[config.mk]
export PLATFORM = sky130hd
export DESIGN_NAME = d26_responder
export DESIGN_NICKNAME = d
export VERILOG_FILES = /design/src/rtl/d26_resp_pkg.sv /design/src/rtl/d26_resp_fifo.sv /design/src/rtl/d26_responder.sv
export SDC_FILE = /design/constraint.sdc
export NUM_CORES = 1
export LEC_CHECK = 0
export CORE_ASPECT_RATIO = 1.25
export CORE_MARGIN = 2
export CORE_UTILIZATION = 45
export DETAILED_ROUTE_END_ITERATION = 7
export PLACE_DENSITY_LB_ADDON = 0.15
export RECOVER_POWER = 25
export SYNTH_ARGS = -nofsm -noshare
export SYNTH_HDL_FRONTEND = slang
export SYNTH_SLANG_ARGS = --single-unit
[constraint.sdc]
create_clock -name clk -period 3.4 [get_ports clk]
set_input_delay 0.34 -clock clk [delete_from_list [all_inputs] [get_ports clk]]
set_output_delay 0.34 -clock clk [all_outputs]
set_load 0.05 [all_outputs]
[src/rtl/d26_resp_pkg.sv]
// Shared types and sizing helpers for the d26 responder.
// State encoding plus the FIFO occupancy width rule.
package d26_resp_pkg;

    typedef enum logic {
        IDLE   = 1'b0,
        ACTIVE = 1'b1
    } state_t;

    localparam int DEF_DW      = 8;
    localparam int DEF_DEPTH   = 8;
    localparam int DEF_TIMEOUT = 16;

    // occupancy needs one extra bit so full and empty differ
    function automatic int cnt_w(input int depth);
        return $clog2(depth) + 1;
    endfunction

endpackage

[src/rtl/d26_resp_fifo.sv]
// Small synchronous FIFO with registered read data.
// Push and pop in the same cycle are legal even when full.
module d26_resp_fifo
    import d26_resp_pkg::*;
#(
    parameter int DW    = DEF_DW,
    parameter int DEPTH = DEF_DEPTH
) (
    input  logic                   clk,
    input  logic                   rst,
    input  logic                   flush,
    input  logic                   push,
    input  logic                   pop,
    input  logic [DW-1:0]          wdata,
    output logic [DW-1:0]          rdata,
    output logic [cnt_w(DEPTH)-1:0] count,
    output logic                   full,
    output logic                   empty
);

    localparam int AW = $clog2(DEPTH);
    localparam int CW = cnt_w(DEPTH);

    logic [DW-1:0] mem [DEPTH];
    logic [AW-1:0] wptr;
    logic [AW-1:0] rptr;
    logic          do_push;
    logic          do_pop;

    assign full    = (count == CW'(DEPTH));
    assign empty   = (count == '0);
    assign do_pop  = pop & ~empty;
    assign do_push = push & (~full | do_pop);

    // storage array, no reset needed
    always_ff @(posedge clk) begin
        if (do_push && !flush && !rst) begin
            mem[wptr] <= wdata;
        end
    end

    // pointers, occupancy and registered read port
    always_ff @(posedge clk) begin
        if (rst) begin
            wptr  <= '0;
            rptr  <= '0;
            count <= '0;
            rdata <= '0;
        end else if (flush) begin
            wptr  <= '0;
            rptr  <= '0;
            count <= '0;
        end else begin
            if (do_push) begin
                wptr <= wptr + 1'b1;
            end
            if (do_pop) begin
                rdata <= mem[rptr];
                rptr  <= rptr + 1'b1;
            end
            count <= count + CW'(do_push) - CW'(do_pop);
        end
    end

endmodule

[src/rtl/d26_responder.sv]
// Target-side responder for the go/get/put/kill/endtx protocol.
// Holds the FSM, inactivity timer and status pulses around the FIFO.
module d26_responder
    import d26_resp_pkg::*;
#(
    parameter int DW      = DEF_DW,
    parameter int DEPTH   = DEF_DEPTH,
    parameter int TIMEOUT = DEF_TIMEOUT
) (
    input  logic                    clk,
    input  logic                    rst,
    input  logic                    go,
    input  logic                    get,
    input  logic                    put,
    input  logic                    kill,
    input  logic                    endtx,
    input  logic [DW-1:0]           wdata,
    output logic [DW-1:0]           rdata,
    output logic                    rvalid,
    output logic                    busy,
    output logic                    done,
    output logic                    aborted,
    output logic                    err,
    output logic [cnt_w(DEPTH)-1:0] count
);

    localparam int TW = $clog2(TIMEOUT) + 1;

    state_t        state;
    state_t        state_n;
    logic [TW-1:0] tcnt;
    logic [TW-1:0] tcnt_n;
    logic          flush;
    logic          push;
    logic          pop;
    logic          full;
    logic          empty;
    logic          err_n;
    logic          done_n;
    logic          abort_n;
    logic          rvalid_n;
    logic          act;

    assign act  = get | put | endtx;
    assign busy = (state == ACTIVE);

    d26_resp_fifo #(
        .DW    (DW),
        .DEPTH (DEPTH)
    ) u_fifo (
        .clk   (clk),
        .rst   (rst),
        .flush (flush),
        .push  (push),
        .pop   (pop),
        .wdata (wdata),
        .rdata (rdata),
        .count (count),
        .full  (full),
        .empty (empty)
    );

    // state, timer and registered status pulses
    always_ff @(posedge clk) begin
        if (rst) begin
            state   <= IDLE;
            tcnt    <= '0;
            rvalid  <= 1'b0;
            done    <= 1'b0;
            aborted <= 1'b0;
            err     <= 1'b0;
        end else begin
            state   <= state_n;
            tcnt    <= tcnt_n;
            rvalid  <= rvalid_n;
            done    <= done_n;
            aborted <= abort_n;
            err     <= err_n;
        end
    end

    // next-state, beat decode and pulse generation
    always_comb begin
        state_n  = state;
        tcnt_n   = '0;
        flush    = 1'b0;
        push     = 1'b0;
        pop      = 1'b0;
        err_n    = 1'b0;
        done_n   = 1'b0;
        abort_n  = 1'b0;
        rvalid_n = 1'b0;
        unique case (state)
            IDLE: begin
                if (go) begin
                    state_n = ACTIVE;
                end else if (act) begin
                    err_n = 1'b1;
                end
            end
            ACTIVE: begin
                if (kill) begin
                    flush   = 1'b1;
                    abort_n = 1'b1;
                    state_n = IDLE;
                end else if (!act && tcnt == TW'(TIMEOUT - 1)) begin
                    // inactivity limit reached: abort and flag it
                    flush   = 1'b1;
                    abort_n = 1'b1;
                    err_n   = 1'b1;
                    state_n = IDLE;
                end else begin
                    tcnt_n   = act ? '0 : tcnt + 1'b1;
                    pop      = get & ~empty;
                    push     = put & (~full | (get & ~empty));
                    rvalid_n = get & ~empty;
                    err_n    = go | (get & empty)
                             | (put & full & ~get);
                    if (endtx) begin
                        done_n  = 1'b1;
                        state_n = IDLE;
                    end
                end
            end
            default: state_n = IDLE;
        endcase
    end

endmodule
==> summary.txt <==
Run status
  • Status: complete, no violations

Global route
  • GRT Overall Usage: 16.7%
  • Initial antenna violation count: 0
  • Total gr overflow: 0
  • First-pass GRT wire length: 10,900 um
  • Vias in the first global route: 2,078
  • Largest net degree at the start of global routing: 19

Detailed routing
  • Drt wl/cell: 18.1 um
  • Drt via density: 5.38
  • Starting DRC count in detailed routing: 136
  • Drt pass-1 iters: 4
  • # DRC: 0
  • Vias: 2,038
  • Routed WL: 6840 um
  • Number of routed nets with antenna violations: 0

Layout
  • Final #Nets: 305
  • Antenna diode count: 0
  • Non-Filler Instances: 379
  • Final Core Density: 55.1%
  • Share of cells above drive strength 1: 15.1%
  • Design area: 0.00432 mm^2
  • Area growth, synth to finish: 18.0%

Synth
  • Post-Syn Instances: 239
  • Synth area leaders: edfxtp_1 (52%), dfxtp_1 (15%), mux4_2 (9.8%)
  • Ys flop type: edfxtp_1
  • Synth Area in Compound Gates: 3.62%
  • Post-synth EDFFs: 64
  • Yosys top cell area share: 52.5%
  • Syn avg cell area: 15.3 um^2
  • Post-Syn Nets: 265
  • Post-synth top area cell: edfxtp_1
  • Largest family of logic cells by synthesized area: multiplexers
  • Post-Synth XOR/XNOR Area: 1.67%
  • Yosys reg bits: 92
  • Synthesized area: 0.00366 mm^2
  • Synth cell types: 43
  • Most frequent cell after synthesis: edfxtp_1
  • Asr flop ratio synth: 0%
  • Simple-gate share of the synthesized area: 9.71%
  • Yosys Warn Count: 0
  • Mux share of post-synthesis cell area: 10.4%
  • Seq/Total Area, Yosys: 67.8%
  • Top cells by count, synth: edfxtp_1 (64), nor2_1 (33), dfxtp_1 (28)
  • Post-synthesis adder-cell area fraction: 3.96%

Clocking
  • Clock-pin slew on the worst setup and hold paths: 0.09 ns
  • Clock Tree Root: clkbuf_8
  • Sink Count: 92
  • Maximum root-to-sink buffer count: 2
  • Num CTS Buffers: 9
  • Number of H-tree levels: 3
  • CTS tree: yes
  • Post-CTS Hold Fix Bufs: 0
  • Post-CTS setup buffers: 0
  • Clk_lat worst skew: 0.36 ns
  • CTS resizes: 0

Job
  • Max Cap Violations: 0

STA
  • Final-report setup violation count: 0
  • RSZ-0062 raised after global routing: false
  • Max-slew headroom: 43.0%
  • Max-slew violation count: 0
  • Count of final hold-check violations: 0
  • Actual slew at the worst max-slew pin: 0.855 ns
  • Setup Skew: 0.00881 ns
  • F_max: 0.422 GHz
  • Setup Total Neg Slack: 0 ns
  • Fin crit share: 69.7%
  • Post-layout min period: 2.37 ns

Power and ir drop
  • Design Power: 2.26 mW
  • Power per cell area: 524 mW/mm^2
  • Sw frac: 23.7%
  • Comb power frac: 11.6%
  • Peak supply drop: 0.317 mV
  • Clk network pwr share: 34.0%
  • Switch Pwr: 537 uW
  • Internal power: 1.73 mW
  • P_leak: 1.42 nW
  • Sequential power share: 54.4%

Placed design
  • Post-Place Cells: 363
  • Gpl congestion: 0.829
  • Post-DP HPWL: 4630 um
  • Area post-placement: 0.00409 mm^2
  • Number of port buffers: 31

Setup path
  • CP peak stage delay: 0.41 ns
  • Worst Path Required: 3.64 ns
  • Critical path launch point: u_fifo.count[2]$_SDFF_PP0_
  • Max FO, Critical Path: 5
  • Critical path type: reg -> reg
  • Critical Path Sink Type: flop
  • Reg2reg start: u_fifo.count[2]$_SDFF_PP0_
  • Slowest-stage cell, CP: or3b_4
  • Arrival time of the worst setup path: 2.60 ns
  • CP most frequent cell: ha_1
  • CP Launch Type: flop
  • Crit path cell chain: inv_1, ha_1, or3b_4, and2_0, ha_1, inv_1, ha_1, fa_1, xnor2_1, nor2_1

Floorplanning
  • Row Count: 36
  • Die area: 0.00888 mm^2
  • Die height: 105 um
  • Die X-Extent: 84.7 um
  • IO Pins: 32
  • Core box area: 0.00784 mm^2
  • Initial Util: 46.7%

Worst hold path
  • Min-Delay Path Class: reg -> reg
  • Hold_sp: tcnt[0]$_SDFF_PP0_
[logic make-up after synthesis]
| kind of cell | Yosys count |
|---|---|
| multiplexers | 18 |
| AO/OA/AOI/OAI | 19 |
| AND/OR/NAND/NOR | 70 |
| buffers and inverters | 22 |
| XOR/XNOR | 7 |
| adder cells (fa/ha/maj) | 11 |
| flip-flops | 92 |
[per-stage QoR]
step / setup slack [ns] / hold slack (ns)
finish: 1.03 / 0.449
global route: 0.816 / 0.509
CTS: 0.980 / 0.455
detailed placement: 0.745 / 0.440
global placement: 0.766 / 0.431
floorplan: 0.596 / 0.418
[cell usage in the layout, fill, tap and decap left out, types with 2 or more instances in the layout]
master / Yosys / final
clkbuf_8: 0 / 9
buf_4: 3 / 7
dfxtp_1: 28 / 28
xnor2_1: 6 / 6
nor2_1: 33 / 33
o22ai_1: 8 / 8
nand2_1: 5 / 5
nand3b_1: 2 / 2
nor2b_1: 2 / 2
mux4_2: 16 / 16
dlygate4sd3_1: 0 / 7
nor3_1: 10 / 10
clkdlybuf4s50_1: 0 / 24
inv_1: 13 / 13
mux2i_1: 2 / 2
a21oi_1: 3 / 3
clkbuf_16: 0 / 3
edfxtp_1: 64 / 64
nand3_1: 4 / 4
ha_1: 10 / 10
[flip-flops by register name, indices dropped and copies added (netlist names)]
| signal | cells |
|---|---|
| tcnt | 5 |
| u_fifo.wptr | 3 |
| err | 1 |
| aborted | 1 |
| u_fifo.mem | 64 |
| u_fifo.count | 4 |
| done | 1 |
| rvalid | 1 |
| u_fifo.rdata | 8 |
| u_fifo.rptr | 3 |
| busy | 1 |
[final timing paths]
path                                     end  slack [ns]  depth (start not counted)
setup / recovery  u_fifo.count[2]$_SDFF_PP0_        1.03                         10
setup reg to reg  u_fifo.count[2]$_SDFF_PP0_        1.03                         10
hold / removal            tcnt[0]$_SDFF_PP0_        0.45                          1
hold reg to reg           tcnt[0]$_SDFF_PP0_        0.45                          1
[layer usage]
layer  vias to the layer above  track usage [%]  wire (um)
li1                        970                -          -
met1                      1005             19.2       2700
met2                        50             29.6       3710
met3                        13             3.71        304
met4                         0             7.14        131
met5                         -                0          0
[cell type report]
type                            instances  area, um^2
Multi-Input combinational cell        125        1080
Inverter                               13        48.8
Timing Repair Buffer                   38         363
Sequential cell                        92        2480
Tap cell                               95         119
Fill cell                             664        3520
Clock buffer                           13         203
Clock inverter                          3        22.5
[power groups by stage]
stage          sequential [mW]  combinational [mW]  clock, mW
2_1_floorplan             1.31               0.129          0
3_3_place_gp              1.26               0.267          0
3_5_place_dp              1.26               0.270          0
4_1_cts                   1.23               0.271      0.793
5_1_grt                   1.23               0.286      0.836
6_report                  1.23               0.264      0.769
[critical path, delay by kind of cell, from the launching register on]
| kind | cells | cell delay [ns] |
|---|---|---|
| xor+xnor | 1 | 0.16 |
| fa+ha+maj | 4 | 1.01 |
| buf+inv | 2 | 0.14 |
| flops | 1 | 0.32 |
| simple gates | 3 | 0.63 |
Power figures use the tool's default switching activity.
